===== src/rtl/pic_8259_pkg.sv =====
// Shared 8259 definitions: sequencer states, OCW2 command codes and
// ICW1/ICW4/OCW3 bit positions used by the sequencer, priority resolver and in-service logic.
package pic_8259_pkg;

  typedef enum logic [2:0] {
    UNINIT    = 3'd0,
    READY     = 3'd1,
    WAIT_ICW2 = 3'd2,
    WAIT_ICW3 = 3'd3,
    WAIT_ICW4 = 3'd4
  } seq_state_e;

  // OCW2 R/SL/EOI field (bits 7:5)
  localparam logic [2:0] OCW2_ROT_AEOI_CLR  = 3'b000;
  localparam logic [2:0] OCW2_NONSPEC_EOI   = 3'b001;
  localparam logic [2:0] OCW2_NOP           = 3'b010;
  localparam logic [2:0] OCW2_SPEC_EOI      = 3'b011;
  localparam logic [2:0] OCW2_ROT_AEOI_SET  = 3'b100;
  localparam logic [2:0] OCW2_ROT_NONSPEC   = 3'b101;
  localparam logic [2:0] OCW2_SET_PRIORITY  = 3'b110;
  localparam logic [2:0] OCW2_ROT_SPEC      = 3'b111;

  localparam int ICW1_LTIM_BIT = 3;
  localparam int ICW1_SNGL_BIT = 1;
  localparam int ICW1_IC4_BIT  = 0;

  localparam int ICW4_SFNM_BIT = 4;
  localparam int ICW4_BUF_BIT  = 3;
  localparam int ICW4_MS_BIT   = 2;
  localparam int ICW4_AEOI_BIT = 1;

  localparam int OCW3_ESMM_BIT = 6;
  localparam int OCW3_SMM_BIT  = 5;
  localparam int OCW3_P_BIT    = 2;
  localparam int OCW3_RR_BIT   = 1;
  localparam int OCW3_RIS_BIT  = 0;

endpackage


===== src/rtl/strobe_edge_detector.sv =====
// One-flop history on a write strobe; rise_o is high while the strobe is
// high now but was low at the previous clock edge.
module strobe_edge_detector (
  input  logic clock,
  input  logic reset_n,
  input  logic strobe_i,
  output logic rise_o
);

  logic prev_q;

  always_ff @(posedge clock or negedge reset_n) begin
    if (!reset_n) prev_q <= 1'b0;
    else          prev_q <= strobe_i;
  end

  assign rise_o = strobe_i & ~prev_q;

endmodule


===== src/rtl/pic_command_sequencer.sv =====
// 8259 ICW initialization sequencer, configuration/mask registers and OCW2/OCW3 command pulses.
// Optional macro PIC_AEOI_ROTATE_EN adds the auto_rotate_mode output (OCW2 codes 100/000).
module pic_command_sequencer
  import pic_8259_pkg::*;
#(
  parameter logic [7:0] RESET_MASK    = 8'hFF,
  parameter int         INIT_REQUIRED = 1
) (
  input  logic       clock,
  input  logic       reset_n,
  input  logic [7:0] internal_data_bus,
  input  logic       write_initial_command_word_1,
  input  logic       write_initial_command_word_2_4,
  input  logic       write_operation_control_word_1,
  input  logic       write_operation_control_word_2,
  input  logic       write_operation_control_word_3,
  output logic       initialization_busy,
  output logic       level_or_edge_triggered,
  output logic       single_or_cascade,
  output logic [4:0] interrupt_vector_base,
  output logic [7:0] cascade_config,
  output logic       auto_eoi,
  output logic       buffered_mode,
  output logic       buffered_master,
  output logic       special_fully_nested,
  output logic [7:0] interrupt_mask,
  output logic       special_mask_mode,
  output logic       read_isr_select,
  output logic       poll_command,
  output logic       eoi_pulse,
  output logic       eoi_specific,
  output logic       rotate_on_eoi,
  output logic       set_priority_pulse,
  output logic [2:0] command_level,
`ifdef PIC_AEOI_ROTATE_EN
  output logic       auto_rotate_mode,
`endif
  output logic [2:0] debug_state
);

  logic icw1_edge, icw24_edge, ocw1_edge, ocw2_edge, ocw3_edge;

  strobe_edge_detector u_icw1  (.clock(clock), .reset_n(reset_n), .strobe_i(write_initial_command_word_1),   .rise_o(icw1_edge));
  strobe_edge_detector u_icw24 (.clock(clock), .reset_n(reset_n), .strobe_i(write_initial_command_word_2_4), .rise_o(icw24_edge));
  strobe_edge_detector u_ocw1  (.clock(clock), .reset_n(reset_n), .strobe_i(write_operation_control_word_1), .rise_o(ocw1_edge));
  strobe_edge_detector u_ocw2  (.clock(clock), .reset_n(reset_n), .strobe_i(write_operation_control_word_2), .rise_o(ocw2_edge));
  strobe_edge_detector u_ocw3  (.clock(clock), .reset_n(reset_n), .strobe_i(write_operation_control_word_3), .rise_o(ocw3_edge));

  seq_state_e state_q;
  logic       ltim_q, sngl_q, ic4_q;
  logic [4:0] vector_base_q;
  logic [7:0] cascade_q;
  logic       aeoi_q, buf_q, ms_q, sfnm_q;
  logic [7:0] mask_q;
  logic       smm_q, ris_q;
  logic       poll_q, eoi_q, eoi_spec_q, rot_q, setpri_q;
  logic [2:0] level_q;
`ifdef PIC_AEOI_ROTATE_EN
  logic       auto_rot_q;
`endif

  always_ff @(posedge clock or negedge reset_n) begin
    if (!reset_n) begin
      if (INIT_REQUIRED != 0) state_q <= UNINIT;
      else                    state_q <= READY;
      ltim_q        <= 1'b0;
      sngl_q        <= 1'b0;
      ic4_q         <= 1'b0;
      vector_base_q <= 5'd0;
      cascade_q     <= 8'd0;
      aeoi_q        <= 1'b0;
      buf_q         <= 1'b0;
      ms_q          <= 1'b0;
      sfnm_q        <= 1'b0;
      mask_q        <= RESET_MASK;
      smm_q         <= 1'b0;
      ris_q         <= 1'b0;
      poll_q        <= 1'b0;
      eoi_q         <= 1'b0;
      eoi_spec_q    <= 1'b0;
      rot_q         <= 1'b0;
      setpri_q      <= 1'b0;
      level_q       <= 3'd0;
`ifdef PIC_AEOI_ROTATE_EN
      auto_rot_q    <= 1'b0;
`endif
    end else begin
      // Pulses and their qualifiers last exactly one cycle unless re-armed below.
      poll_q     <= 1'b0;
      eoi_q      <= 1'b0;
      eoi_spec_q <= 1'b0;
      rot_q      <= 1'b0;
      setpri_q   <= 1'b0;
      level_q    <= 3'd0;
      if (icw1_edge) begin
        state_q <= WAIT_ICW2;
        ltim_q  <= internal_data_bus[ICW1_LTIM_BIT];
        sngl_q  <= internal_data_bus[ICW1_SNGL_BIT];
        ic4_q   <= internal_data_bus[ICW1_IC4_BIT];
        mask_q  <= 8'h00;
        smm_q   <= 1'b0;
        ris_q   <= 1'b0;
`ifdef PIC_AEOI_ROTATE_EN
        auto_rot_q <= 1'b0;
`endif
        if (!internal_data_bus[ICW1_IC4_BIT]) begin
          aeoi_q <= 1'b0;
          buf_q  <= 1'b0;
          ms_q   <= 1'b0;
          sfnm_q <= 1'b0;
        end
      end else begin
        case (state_q)
          WAIT_ICW2: if (icw24_edge) begin
            vector_base_q <= internal_data_bus[7:3];
            if (!sngl_q)    state_q <= WAIT_ICW3;
            else if (ic4_q) state_q <= WAIT_ICW4;
            else            state_q <= READY;
          end
          WAIT_ICW3: if (icw24_edge) begin
            cascade_q <= internal_data_bus;
            state_q   <= ic4_q ? WAIT_ICW4 : READY;
          end
          WAIT_ICW4: if (icw24_edge) begin
            sfnm_q  <= internal_data_bus[ICW4_SFNM_BIT];
            buf_q   <= internal_data_bus[ICW4_BUF_BIT];
            ms_q    <= internal_data_bus[ICW4_MS_BIT];
            aeoi_q  <= internal_data_bus[ICW4_AEOI_BIT];
            state_q <= READY;
          end
          READY: begin
            if (ocw1_edge) mask_q <= internal_data_bus;
            if (ocw2_edge) begin
              case (internal_data_bus[7:5])
                OCW2_NONSPEC_EOI, OCW2_SPEC_EOI, OCW2_ROT_NONSPEC, OCW2_ROT_SPEC: begin
                  eoi_q      <= 1'b1;
                  eoi_spec_q <= internal_data_bus[6];
                  rot_q      <= internal_data_bus[7];
                  level_q    <= internal_data_bus[2:0];
                end
                OCW2_SET_PRIORITY: begin
                  setpri_q <= 1'b1;
                  level_q  <= internal_data_bus[2:0];
                end
`ifdef PIC_AEOI_ROTATE_EN
                OCW2_ROT_AEOI_SET: auto_rot_q <= 1'b1;
                OCW2_ROT_AEOI_CLR: auto_rot_q <= 1'b0;
`endif
                default: ;
              endcase
            end
            if (ocw3_edge) begin
              if (internal_data_bus[OCW3_ESMM_BIT]) smm_q <= internal_data_bus[OCW3_SMM_BIT];
              if (internal_data_bus[OCW3_RR_BIT])   ris_q <= internal_data_bus[OCW3_RIS_BIT];
              poll_q <= internal_data_bus[OCW3_P_BIT];
            end
          end
          default: ;
        endcase
      end
    end
  end

  assign initialization_busy     = (state_q == WAIT_ICW2) || (state_q == WAIT_ICW3) || (state_q == WAIT_ICW4);
  assign level_or_edge_triggered = ltim_q;
  assign single_or_cascade       = sngl_q;
  assign interrupt_vector_base   = vector_base_q;
  assign cascade_config          = cascade_q;
  assign auto_eoi                = aeoi_q;
  assign buffered_mode           = buf_q;
  assign buffered_master         = ms_q;
  assign special_fully_nested    = sfnm_q;
  assign interrupt_mask          = mask_q;
  assign special_mask_mode       = smm_q;
  assign read_isr_select         = ris_q;
  assign poll_command            = poll_q;
  assign eoi_pulse               = eoi_q;
  assign eoi_specific            = eoi_spec_q;
  assign rotate_on_eoi           = rot_q;
  assign set_priority_pulse      = setpri_q;
  assign command_level           = level_q;
`ifdef PIC_AEOI_ROTATE_EN
  assign auto_rotate_mode        = auto_rot_q;
`endif
  assign debug_state             = state_q;

endmodule


===== config.mk =====
export PLATFORM = sky130hd
export DESIGN_NAME = pic_command_sequencer
export DESIGN_NICKNAME = d
export VERILOG_FILES = /design/src/rtl/pic_8259_pkg.sv /design/src/rtl/strobe_edge_detector.sv /design/src/rtl/pic_command_sequencer.sv
export SDC_FILE = /design/constraint.sdc
export NUM_CORES = 1
export LEC_CHECK = 0
export CAP_MARGIN = 20
export CORE_MARGIN = 10
export CORE_UTILIZATION = 40
export CTS_BUF_LIST = sky130_fd_sc_hd__clkbuf_4
export CTS_CLUSTER_SIZE = 12
export DETAILED_ROUTE_END_ITERATION = 6
export GPL_ROUTABILITY_DRIVEN = 0
export HOLD_SLACK_MARGIN = 0.03
export PLACE_DENSITY = 0.69
export SYNTH_ARGS = -nofsm -noshare
export SYNTH_HDL_FRONTEND = slang
export SYNTH_SLANG_ARGS = --single-unit

===== constraint.sdc =====
create_clock -name clock -period 3.65 [get_ports clock]
set_input_delay 1.095 -clock clock [delete_from_list [all_inputs] [get_ports clock]]
set_output_delay 1.095 -clock clock [all_outputs]
set_load 0.01 [all_outputs]

# Yosys cells after proc, flatten, opt, wreduce, memory -nomap -nowiden
# Cells that the tools add are included.
# word_totals
register_bits,46
in_bits,15
output_inout_bits,41
# classes
n_eq_ne,13
n_mux,54
n_bitwise,11
reduce_logical,19
# op_table
op,n
$mux 1,40
$mux 3,10
$mux 8,3
$reduce_and 3->1,5
$reduce_bool 2->1,7
$eq 3x3->1 const B,4
$eq 3x2->1 const B,3
$ne 3x3->1 const B,3
$pmux 3 s3,1
$eq 3x1->1 const B,2
$not 1->1,6
$and 1x1->1,5
$reduce_or 5->1,1
$reduce_and 4->1,1
$reduce_bool 4->1,1
$reduce_or 4->1,1
$logic_or 1x1->1,2
$ne 2x2->1 const B,1
$reduce_and 2->1,1

# Depth between registers and ports, before layout
# logic_depth
ltp_word,6
depth_mapped,5
mapped_depth_nobuf,3

# Cells and area by module
# From an unflattened synthesis, not the netlist that was laid out.
# unflattened
hier_cells,143
area_unflattened_um2,1940.6
# by_module_without_submodules
mod,instances,cells_per_inst,area_per_inst_um2
pic_command_sequencer,1,133,1746.7
strobe_edge_detector,5,2,38.8

# Worst setup path before layout
# No wires, ideal clock.
# synth_path
path_type,flip-flop to output port
startpoint,"reg state_q[1], in the netlist debug_state[1]"
endpoint,out initialization_busy
t_arrival_ns,1.249
required_time_ns,2.555
setup_slack_ns,1.306
stages_incl_launch_ff,4
n_path_buf,1
cell_sequence,dfrtp_1 clkbuf_2 or3b_2 nand2_1
# synth_between
elab_chain_cells,3
word_cells_on_any_way,5
# synth_lines
item,line_no,source
start: declaration,pic_command_sequencer.sv:49,seq_state_e state_q;
start signal: assignment,pic_command_sequencer.sv:122,state_q <= ic4_q ? WAIT_ICW4 : READY;
$eq 3x2->1,pic_command_sequencer.sv:164,assign initialization_busy = (state_q == WAIT_ICW2) || (state_q == WAIT_ICW3) || (state_q == WAIT_ICW4);
$logic_or 1x1->1,pic_command_sequencer.sv:164,
$logic_or 1x1->1 (*),pic_command_sequencer.sv:164,
end: declaration,pic_command_sequencer.sv:17,"output logic initialization_busy,"
# Every way passes the cells marked *; elsewhere a longest branch is shown, timed or not.

# Worst setup path after layout
# Same ends and word-level chain as after synthesis.

==> summary.md <==
| Metric | Value |
|---|---|
| Outcome | `finished, final reports clean` |
| Reg2reg setup slack | `1.85 ns` |
| FF-to-FF Start | `debug_state[0]` |
| Min Tclk post-route | `3.19 ns` |
| Max-cap violations | `0` |
| Worst Hold Class | `flop to flop` |
| Pin count of the biggest net entering global routing | `47` |
| Initial Utilization | `0.409` |
| Hold Crit Depth | `2` |
| Crit path launch type | `flop` |
| Max Root-Sink Buffers | `2` |
| Die Ht | `89.2 µm` |
| First-pass DRT Iterations | `4` |
| Switch share | `0.281` |
| Final hold violations | `0` |
| DR WL/cell | `17.6 µm` |
| Synth Register Bits | `46` |
| Endpoints failing setup | `0` |
| Switching pwr | `0.386 mW` |
| First-pass GRT wire length | `7.65 mm` |
| Worst slew pin tran | `0.583 ns` |
| Sequential fraction of the synthesis area | `0.606` |
| Syn_nets | `172` |
| DRC | `0` |
| # rows | `25` |
| Diode count | `0` |
| Hold path startpoint | `interrupt_mask[7]` |
| CP Capture Type | `output pin` |
| Final slew viol count | `0` |
| Area share of the largest cell type after synthesis | `0.496` |
| Vias | `1416` |
| Slew margin rel. | `0.609` |
| Synth area leader | `dfrtp_1` |
| Clock sink count | `46` |
| Crit-path max FO | `10` |
| FILL cells | `418` |
| Post-DRT Antenna Nets | `0` |
| Seq pwr share | `0.486` |
| Vias in the first global route | `1423` |
| Ranking of synthesized cells by area | `dfrtp_1 50%, dfstp_2 11%, mux2_2 7.6%` |
| Tot GR Track Use | `0.126` |
| Worst hold slack | `0.507 ns` |
| Die Area | `7960 µm²` |
| Worst-skew pair later-pin latency | `0.36 ns` |
| Worst Hold End | `interrupt_mask[7]` |
| Via density | `5.24` |
| Leading cell type in the layout, fill and taps excluded | `clkdlybuf4s50_1` |
| CTS root buf | `clkbuf_4` |
| RSZ-0062 raised after global routing | `false` |
| Die width | `89.2 µm` |
| Clock power share | `0.217` |
| Highest cell delay on the worst timing path | `0.59 ns` |
| FF-to-FF path depth | `3` |
| CTS tree | `built` |
| Internal | `0.988 mW` |
| IO buf count | `55` |
| Combinational cell fraction of total power | `0.297` |
| Avg Cell Area, Syn | `12.2 µm²` |
| Leakage power | `1.07 nW` |
| Post-CTS Hold Buffers | `0` |
| Final Cycle Share | `0.873` |
| I/O pins | `56` |
| Worst path arrival time | `2.09 ns` |
| Nets@finish | `230` |
| PwrDens | `528 nW/µm²` |
| Clk pin slew, worst setup/hold paths | `0.13 ns` |
| # H-tree levels | `2` |
| Crit path kind | `flop to output pin` |
| Slowest cell on crit path | `or3b_2` |
| Post-CTS Setup Bufs | `0` |
| Layout Skew | `0.0148 ns` |
| Max rail drop VDD | `0.298 mV` |
| Area of the core | `4690 µm²` |
| CP required | `2.55 ns` |
| Cts bufs inserted | `5` |
| Antenna violations before repair | `0` |
| Initial drt markers | `84` |
| Layout cells sized above 1 | `0.194` |
| Gate Count Post-Synth | `157` |
| Max Fclk | `314 MHz` |
| CTS resizes | `0` |
| Syn. warnings | `0` |
| RR Endpoint | `cascade_config[7]` |
| FF/Latch Area | `1160 µm²` |
| Multi-input logic area | `708 µm²` |
| Crit-path cells | `or3b_2, nand2_1, clkdlybuf4s50_1` |
| DP HPWL | `3.51 mm` |
| Most frequent cells in the layout | `54 x clkdlybuf4s50_1, 38 x dfrtp_1, 21 x nand2_1` |
| Netlist cell types | `30` |
| DRT Wirelength | `4.75 mm` |
| Tot Pwr | `1.37 mW` |
| Gr ovfl total | `0` |
| Setup TNS | `0 ns` |
| Mapped Area | `1920 µm²` |
| Synthesis-to-finish area growth | `35.8%` |
registers in the layout, indices dropped and copies added, names as in the netlist:
name,flops
auto_eoi,1
buffered_master,1
buffered_mode,1
cascade_config,8
command_level,3
debug_state,3
eoi_pulse,1
eoi_specific,1
ic4_q,1
interrupt_mask,8
interrupt_vector_base,5
level_or_edge_triggered,1
poll_command,1
read_isr_select,1
rotate_on_eoi,1
set_priority_pulse,1
single_or_cascade,1
special_fully_nested,1
special_mask_mode,1
u_icw1.prev_q,1
u_icw24.prev_q,1
u_ocw1.prev_q,1
u_ocw2.prev_q,1
u_ocw3.prev_q,1
layout make-up:
cell class              instances  share of cell area
multi-input cells             102               0.272
inverters                       2             0.00288
clock buffers                   5              0.0144
well taps                      54              0.0260
flip-flops and latches         46               0.446
clock inverters                 3              0.0154
repair buffers                 58               0.223
kinds of logic after synthesis:
| group | Yosys count | synth area share |
|---|---|---|
| compound gates | 30 | 0.0979 |
| buf+inv | 9 | 0.0248 |
| flops | 46 | 0.606 |
| mux | 16 | 0.0920 |
| simple gates | 56 | 0.180 |
power by group through the flow:
stage | registers, mW | logic [mW] | clock network (mW)
2_1_floorplan | 0.699 | 0.145 | 0
3_5_place_dp | 0.678 | 0.413 | 0
3_3_place_gp | 0.677 | 0.408 | 0
6_report | 0.668 | 0.408 | 0.299
4_1_cts | 0.668 | 0.414 | 0.309
5_1_grt | 0.681 | 0.441 | 0.331
routing by layer:
metal,wire length [µm],part of all wire,vias up,GRT usage
met2,2440,0.51,40,0.205
met4,80,0.017,0,0.0491
li1,-,-,671,-
met3,257,0.054,6,0.0319
met1,1980,0.42,699,0.156
met5,0,0,-,0
worst max path at each step:
| stage | startpoint | slack [ns] | end |
|---|---|---|---|
| after global routing | debug_state[1] | 0.33 | initialization_busy |
| after floorplan | debug_state[1] | 1.31 | initialization_busy |
| after global placement | write_initial_command_word_1 | 0.73 | cascade_config[5] |
| after detailed placement | write_initial_command_word_1 | 0.70 | cascade_config[4] |
| after CTS | debug_state[1] | 0.44 | initialization_busy |
| final | debug_state[1] | 0.46 | initialization_busy |
worst max-delay path: cells and delay by family, from the launching register on:
kind          cells  cell delay [ns]
simple gates      2             0.69
buf+inv           1             0.53
flops             1             0.52
through the flow:
stage / util / std cells / cell area, µm² / setup WS [ns]
floorplan: - / 157 / 1920 / 1.31
finish: 0.555 / 270 / 2600 / 0.463
global placement: 0.534 / 261 / 2500 / 0.727
detailed placement: 0.534 / 261 / 2500 / 0.697
CTS: 0.550 / 269 / 2580 / 0.442
global route: 0.555 / 270 / 2600 / 0.331
synthesized netlist by cell type (all sizes together):
| library cell | n |
|---|---|
| dfstp | 8 |
| nor2 | 5 |
| o221a | 1 |
| o31ai | 1 |
| o2111ai | 1 |
| mux2 | 13 |
| a221oi | 1 |
| nor2b | 7 |
| nand2b | 5 |
| nor4 | 2 |
| and4 | 1 |
| o211ai | 6 |
| nor3b | 1 |
| nand3 | 7 |
| o22ai | 5 |
| nand2 | 21 |
| buf | 2 |
| nor3 | 2 |
| dfrtp | 38 |
| o21ai | 12 |
| a21oi | 3 |
| clkbuf | 5 |
| inv | 2 |
| or3b | 2 |
| mux2i | 3 |
| and2 | 3 |
(Power assumes the default switching activity.)
